## config.mk

```make
export PLATFORM = sky130hd
export DESIGN_NAME = jk_mod_counter
export DESIGN_NICKNAME = d
export VERILOG_FILES = /design/src/rtl/jk_cnt_pkg.sv /design/src/rtl/jk_cell.sv /design/src/rtl/jk_mod_counter.sv
export SDC_FILE = /design/constraint.sdc
export NUM_CORES = 1
export LEC_CHECK = 0
export CAP_MARGIN = 10
export CORE_AREA = 2 2 39 41
export DETAILED_ROUTE_END_ITERATION = 7
export DIE_AREA = 0 0 41 43
export PLACE_DENSITY = 0.58
export REMOVE_ABC_BUFFERS = 1
export SKIP_LAST_GASP = 1
export SLEW_MARGIN = 20
export SYNTH_ARGS = -nofsm -noshare
export SYNTH_HDL_FRONTEND = slang
export SYNTH_SLANG_ARGS = --single-unit
```

## constraint.sdc

```tcl
create_clock -name clk -period 1.55 [get_ports clk]
set_input_delay 0.2325 -clock clk [delete_from_list [all_inputs] [get_ports clk]]
set_output_delay 0.2325 -clock clk [all_outputs]
set_load 0.01 [all_outputs]
```

## src/rtl/jk_cnt_pkg.sv

```systemverilog
// jk_cnt_pkg
// Shared definitions for the JK-cell modulo counter:
//   - jk_cmd_e : JK command encodings, packed as {J,K}
//   - JK_DEF_WIDTH / JK_DEF_MODULUS : default counter geometry (BCD digit)
//   - jk_load_cmd() : excitation that forces a cell to a given bit value
package jk_cnt_pkg;

  typedef enum logic [1:0] {
    JK_HOLD = 2'b00,
    JK_CLR  = 2'b01,
    JK_SET  = 2'b10,
    JK_TGL  = 2'b11
  } jk_cmd_e;

  localparam int JK_DEF_WIDTH   = 4;
  localparam int JK_DEF_MODULUS = 10;

  // J=b, K=~b : the cell takes the value b on the next active edge.
  function automatic jk_cmd_e jk_load_cmd(input logic b);
    return b ? JK_SET : JK_CLR;
  endfunction

endpackage

```

## src/rtl/jk_cell.sv

```systemverilog
// jk_cell
// Single JK flip-flop, falling-edge clocked, asynchronous active-low reset.
// Ports:
//   clk   : clock, state changes on the falling edge
//   reset : asynchronous, active-low; forces q=0 / qb=1
//   j, k  : JK excitation (00 hold, 01 clear, 10 set, 11 toggle)
//   q, qb : true and complementary outputs, qb is always ~q
module jk_cell
  import jk_cnt_pkg::*;
(
  input  logic clk,
  input  logic reset,
  input  logic j,
  input  logic k,
  output logic q,
  output logic qb
);

  logic q_reg;

  always_ff @(negedge clk or negedge reset) begin
    if (!reset) begin
      q_reg <= 1'b0;
    end else begin
      case (jk_cmd_e'({j, k}))
        JK_HOLD: q_reg <= q_reg;
        JK_CLR:  q_reg <= 1'b0;
        JK_SET:  q_reg <= 1'b1;
        JK_TGL:  q_reg <= ~q_reg;
      endcase
    end
  end

  assign q  = q_reg;
  assign qb = ~q_reg;

endmodule

```

## src/rtl/jk_mod_counter.sv

```systemverilog
// jk_mod_counter
// Synchronous modulo-MODULUS counter built from WIDTH jk_cell instances.
// A purely combinational excitation block computes each cell's J/K pair;
// every flip-flop lives inside the cells.
// Parameters:
//   WIDTH   : number of JK cells / count bits
//   MODULUS : count range 0..MODULUS-1, 2 <= MODULUS <= 2**WIDTH
// Ports:
//   clk   : clock, all state changes on the falling edge
//   reset : asynchronous, active-low clear
//   en    : count enable
//   load  : parallel load strobe (wins over en)
//   din   : parallel load value, values >= MODULUS load as 0
//   dir   : 1=up, 0=down (only with JK_CNT_UPDOWN_EN defined)
//   q/qb  : count and its complement (from the cells' qb outputs)
//   tc    : terminal count, combinational, for cascading
// Optional feature macro: JK_CNT_UPDOWN_EN (adds dir and down counting).
module jk_mod_counter
  import jk_cnt_pkg::*;
#(
  parameter int WIDTH   = JK_DEF_WIDTH,
  parameter int MODULUS = JK_DEF_MODULUS
) (
  input  logic             clk,
  input  logic             reset,
  input  logic             en,
  input  logic             load,
  input  logic [WIDTH-1:0] din,
`ifdef JK_CNT_UPDOWN_EN
  input  logic             dir,
`endif
  output logic [WIDTH-1:0] q,
  output logic [WIDTH-1:0] qb,
  output logic             tc
);

  if (MODULUS < 2 || longint'(MODULUS) > (longint'(1) << WIDTH)) begin : g_bad_modulus
    $error("jk_mod_counter: MODULUS out of range for WIDTH");
  end

  // One extra bit so MODULUS == 2**WIDTH still compares correctly.
  localparam logic [WIDTH:0]   MOD_EXT = (WIDTH+1)'(MODULUS);
  localparam logic [WIDTH-1:0] TOP     = WIDTH'(MODULUS - 1);

  logic [WIDTH-1:0] din_c;
  logic             at_top;
  logic             out_of_range;
  logic [WIDTH:0]   up_carry;

  // Out-of-range loads clamp to zero so no illegal count is ever entered.
  assign din_c        = ({1'b0, din} < MOD_EXT) ? din : '0;
  assign at_top       = (q == TOP);
  assign out_of_range = ({1'b0, q} >= MOD_EXT);

  // up_carry[i] = &q[i-1:0]; bit 0 always toggles when counting up.
  assign up_carry[0] = 1'b1;

`ifdef JK_CNT_UPDOWN_EN
  logic           at_zero;
  logic [WIDTH:0] dn_borrow;

  assign at_zero      = (q == '0);
  assign dn_borrow[0] = 1'b1;
`endif

  for (genvar gi = 0; gi < WIDTH; gi++) begin : g_bit
    jk_cmd_e cmd;

    assign up_carry[gi+1] = up_carry[gi] & q[gi];
`ifdef JK_CNT_UPDOWN_EN
    assign dn_borrow[gi+1] = dn_borrow[gi] & ~q[gi];
`endif

    always_comb begin
      cmd = JK_HOLD;
      if (load) begin
        cmd = jk_load_cmd(din_c[gi]);
      end else if (en) begin
`ifdef JK_CNT_UPDOWN_EN
        if (!dir) begin
          // Down: 0 reloads MODULUS-1; an illegal value recovers to 0.
          if (out_of_range)
            cmd = JK_CLR;
          else if (at_zero)
            cmd = jk_load_cmd(TOP[gi]);
          else
            cmd = dn_borrow[gi] ? JK_TGL : JK_HOLD;
        end else
`endif
        begin
          // Up: the top value and any illegal value both wrap to 0.
          if (at_top || out_of_range)
            cmd = JK_CLR;
          else
            cmd = up_carry[gi] ? JK_TGL : JK_HOLD;
        end
      end
    end

    jk_cell u_cell (
      .clk   (clk),
      .reset (reset),
      .j     (cmd[1]),
      .k     (cmd[0]),
      .q     (q[gi]),
      .qb    (qb[gi])
    );
  end

  // Gated with reset so tc is low while held in reset (q=0 would otherwise
  // look like a down-count terminal).
`ifdef JK_CNT_UPDOWN_EN
  assign tc = reset & en & (dir ? at_top : at_zero);
`else
  assign tc = reset & en & at_top;
`endif

endmodule

```

# Word level (Yosys, flattened, before mapping)
# Cells that the tools add are included.
# totals
ff_bits	4
wordCells	56
output_inout_bits	9
in_bits	8
# op_classes
reduce_logical	5
n_lt_le_gt_ge	2
n_bitwise	8
mux	24
n_eq_ne	13
# ops
cell	n
$mux W2	19
$eq A2 B2 Y1 const B	8
$pmux W1 S3	4
$eq A2 B1 Y1 const B	4
$logic_not A2 Y1	4
$and A1 B1 Y1	4
$eq A4 B4 Y1 const B	1
$ge A4 B4 Y1 const B	1
$lt A4 B4 Y1 const B	1
$mux W4	1
$not A1 Y1	4
$logic_or A1 B1 Y1	1

# Longest topological paths before layout
# depth
depth_word	8
depth_mapped	4
mapped_depth_nobuf	3

# Hierarchy
# From an unflattened synthesis, not the netlist that was laid out.
# unflattened
cells_unflattened	40
hier_area_um2	336.6
# modules_own_cells
module	area_each_um2	seq_area_each_um2	cells_each	instances
jk_mod_counter	186.4	0.0	24	1
jk_cell	37.5	25.0	4	4

==> flow_metrics.py <==
metrics = {
    "critical_path": {
        "path_class": "flop to primary output",
        "critPathCaptureType": "primary output",
        "startpoint": "g_bit[0].u_cell.q",
        "rrSetupSlack_ns": 0.09,
        "arrival_ns": 1.80,
        "reg2reg_to": "g_bit[3].u_cell.q",
        "reg2regPathDepth": 7,
        "critPathLaunchType": "flop",
        "critPathSlowestCell": "dfrtn_1",
        "path_delay_family": "flip-flops",
        "crit_chain": "nand4_1 -> nor3_2 -> buf_2",
        "critPathMaxStageDelay_ns": 0.42,
        "required_ns": 1.32,
        "r2r-start": "g_bit[1].u_cell.q",
        "critical_path.max_fanout": 2,
        "crit_buf_inv": 1,
    },
    "sta": {
        "setup_slack_ns": -0.480,
        "tightestPinTransition_ns": 0.250,
        "hold_viol": 0,
        "slew_headroom_pct": 83.2,
        "rsz0062_at_grt": "true",
        "drv_slew": 0,
        "setup_violations": 9,
        "skew_ns": 0.00209,
    },
    "synth": {
        "syn_area_um2": 337,
        "synth_common_cells": "buf_4 (8), dfrtn_1 (4), inv_1 (4), o21ai_0 (4), a21oi_1 (3)",
        "synthCells": 42,
        "yosysSeqAreaShare_pct": 29.7,
        "synth_most_common_cell": "buf_4",
        "synth_seq_cells": 4,
        "syn_avg_cell_area_um2": 8.01,
        "yosys.area.top_type_share_pct": 29.7,
        "synthTopCellsByArea": "dfrtn_1 (30%), buf_4 (18%), o21ai_0 (5.9%), a21oi_1 (4.5%), inv_1 (4.5%)",
        "ys_warn_count": 0,
        "ys.flop_type": "dfrtn_1",
        "async_flop_share_pct": 100,
        "synth-edff-count": 0,
        "synth_top_area_cell": "dfrtn_1",
        "yosysUniqueCellTypes": 21,
    },
    "clock_network": {
        "cts_buffers": 3,
        "cts_hold_buf": 0,
        "htreeDepth": 1,
        "clock-sinks": 4,
        "cts.clk_slew.worst_paths_ns": 0.03,
        "clk_path_buf_depth": 2,
        "worstSkewPairLatency_ns": 0.25,
        "cts_root_buf": "clkbuf_4",
        "tritoncts": "done",
    },
    "placement": {
        "place_ws_ns": -0.667,
        "hpwl_um": 598,
        "io_buffers": 16,
        "gp_congestion": 0.831,
    },
    "detailed_routing": {
        "totalWireLength_um": 909,
        "drc_errors": 0,
        "antenna_left": 0,
        "drtIter0Drc": 7,
        "drt-pass1-iter-count": 4,
        "vias": 404,
        "wl_per_cell_um": 10.6,
        "avgViaCountPerCell": 4.70,
    },
    "floorplan": {
        "top_level_ports": 17,
        "rows": 14,
        "die_h_um": 43,
        "initial_core_util_pct": 24.3,
        "die-width_um": 41,
        "core-area_mm2": 0.00138,
        "dieArea_mm2": 0.00176,
    },
    "finish": {
        "area_growth_pct": 90.0,
        "largest_reg_flops": 4,
        "drive_above_1_share_pct": 52.9,
        "multi_input_area_um2": 166,
        "seqCellArea_um2": 100,
        "diodes": 0,
        "fin_nets": 80,
        "filler_cell_count": 132,
    },
    "power_and_ir_drop": {
        "power_density_mw_per_mm2": 733,
        "p_leak_nw": 0.307,
        "vdd_drop_max_mv": 0.305,
        "power_mw": 0.469,
    },
    "outcome": {
        "status": "finished, violations left",
        "violations": "negative setup slack",
    },
    "global_routing": {
        "grt_max_degree": 9,
        "grtUsageTotal_pct": 12.0,
        "antenna_found_initial": 0,
        "grt_pass1_wl_um": 1350,
        "grt_overflow": 0,
        "grt_pass1_vias": 322,
    },
    "worst_hold_path": {
        "hold_depth": 4,
        "hp-class": "primary input to primary output",
        "min_to": "tc",
        "worst_hold_startpoint": "en",
    },
    "job": {
        "drv_cap": 0,
    },
}
## report_power, final
| group | leakage [nW] | internal [mW] | total [mW] | switching, mW |
|---|---|---|---|---|
| clock network | 0.0138 | 0.0866 | 0.129 | 0.0424 |
| registers | 0.0509 | 0.117 | 0.123 | 0.00667 |
| logic | 0.242 | 0.134 | 0.216 | 0.0828 |
## cells in the final DEF (no fill, tap or decap), types with 3 or more instances in the layout
cell | netlist | final
dfrtn_1 | 4 | 4
o21ai_0 | 4 | 4
buf_6 | 0 | 15
inv_2 | 0 | 3
buf_4 | 8 | 11
clkbuf_4 | 0 | 3
a21oi_1 | 3 | 3
## through the flow
stage	instances	hold WS, ns	util [%]	TNS [ns]	cell area (um2)
2_1_floorplan	33	0.596	-	-0.744	272
3_3_place_gp	73	0.686	37.0	-7.06	512
3_5_place_dp	73	0.696	37.0	-7.04	512
4_1_cts	84	0.845	43.7	-3.64	604
5_1_grt	86	0.870	46.2	-3.94	639
6_report	86	0.842	46.2	-3.57	639
## worst min-delay path, stage by stage
cell and delay, ns:
buf_6 0.11, nand4_1 0.10, nor3_2 0.04, buf_2 0.13
## cells by family after synthesis
family	count (synthesis)	synth area share [%]
compound gates	13	23.8
buf+inv	13	23.8
flops	4	29.7
simple gates	12	22.7
## layout make-up
type	count	area share [%]
Timing Repair Buffer	34	49.3
Inverter	4	2.35
Tap cell	16	3.13
Clock buffer	3	3.52
Sequential cell	4	15.7
Multi-Input combinational cell	25	26.0
## worst max path at each step
| stage | slack, ns | depth (start not counted) | end |
|---|---|---|---|
| after CTS | -0.50 | 3 | tc |
| after detailed placement | -0.67 | 4 | g_bit[1].u_cell.q |
| after global routing | -0.56 | 3 | tc |
| after floorplan | -0.37 | 2 | tc |
| final | -0.48 | 3 | tc |
| after global placement | -0.65 | 3 | tc |
## routing by layer
metal | wire length, um | part of all wire, % | GRT usage (%) | vias up
met4 | 35 | 3.9 | 10.0 | 0
met1 | 379 | 42 | 14.8 | 178
met3 | 84 | 9.2 | 3.66 | 4
met2 | 410 | 45 | 15.9 | 22
li1 | - | - | - | 200
met5 | 0 | 0 | 0 | -
## timing repair
item	4_1_cts	5_1_grt
endpoints found under the setup margin	13	12
setup buffers	8	2
pin swaps	1	2
resized for setup	60	10
(Power assumes the default switching activity.)
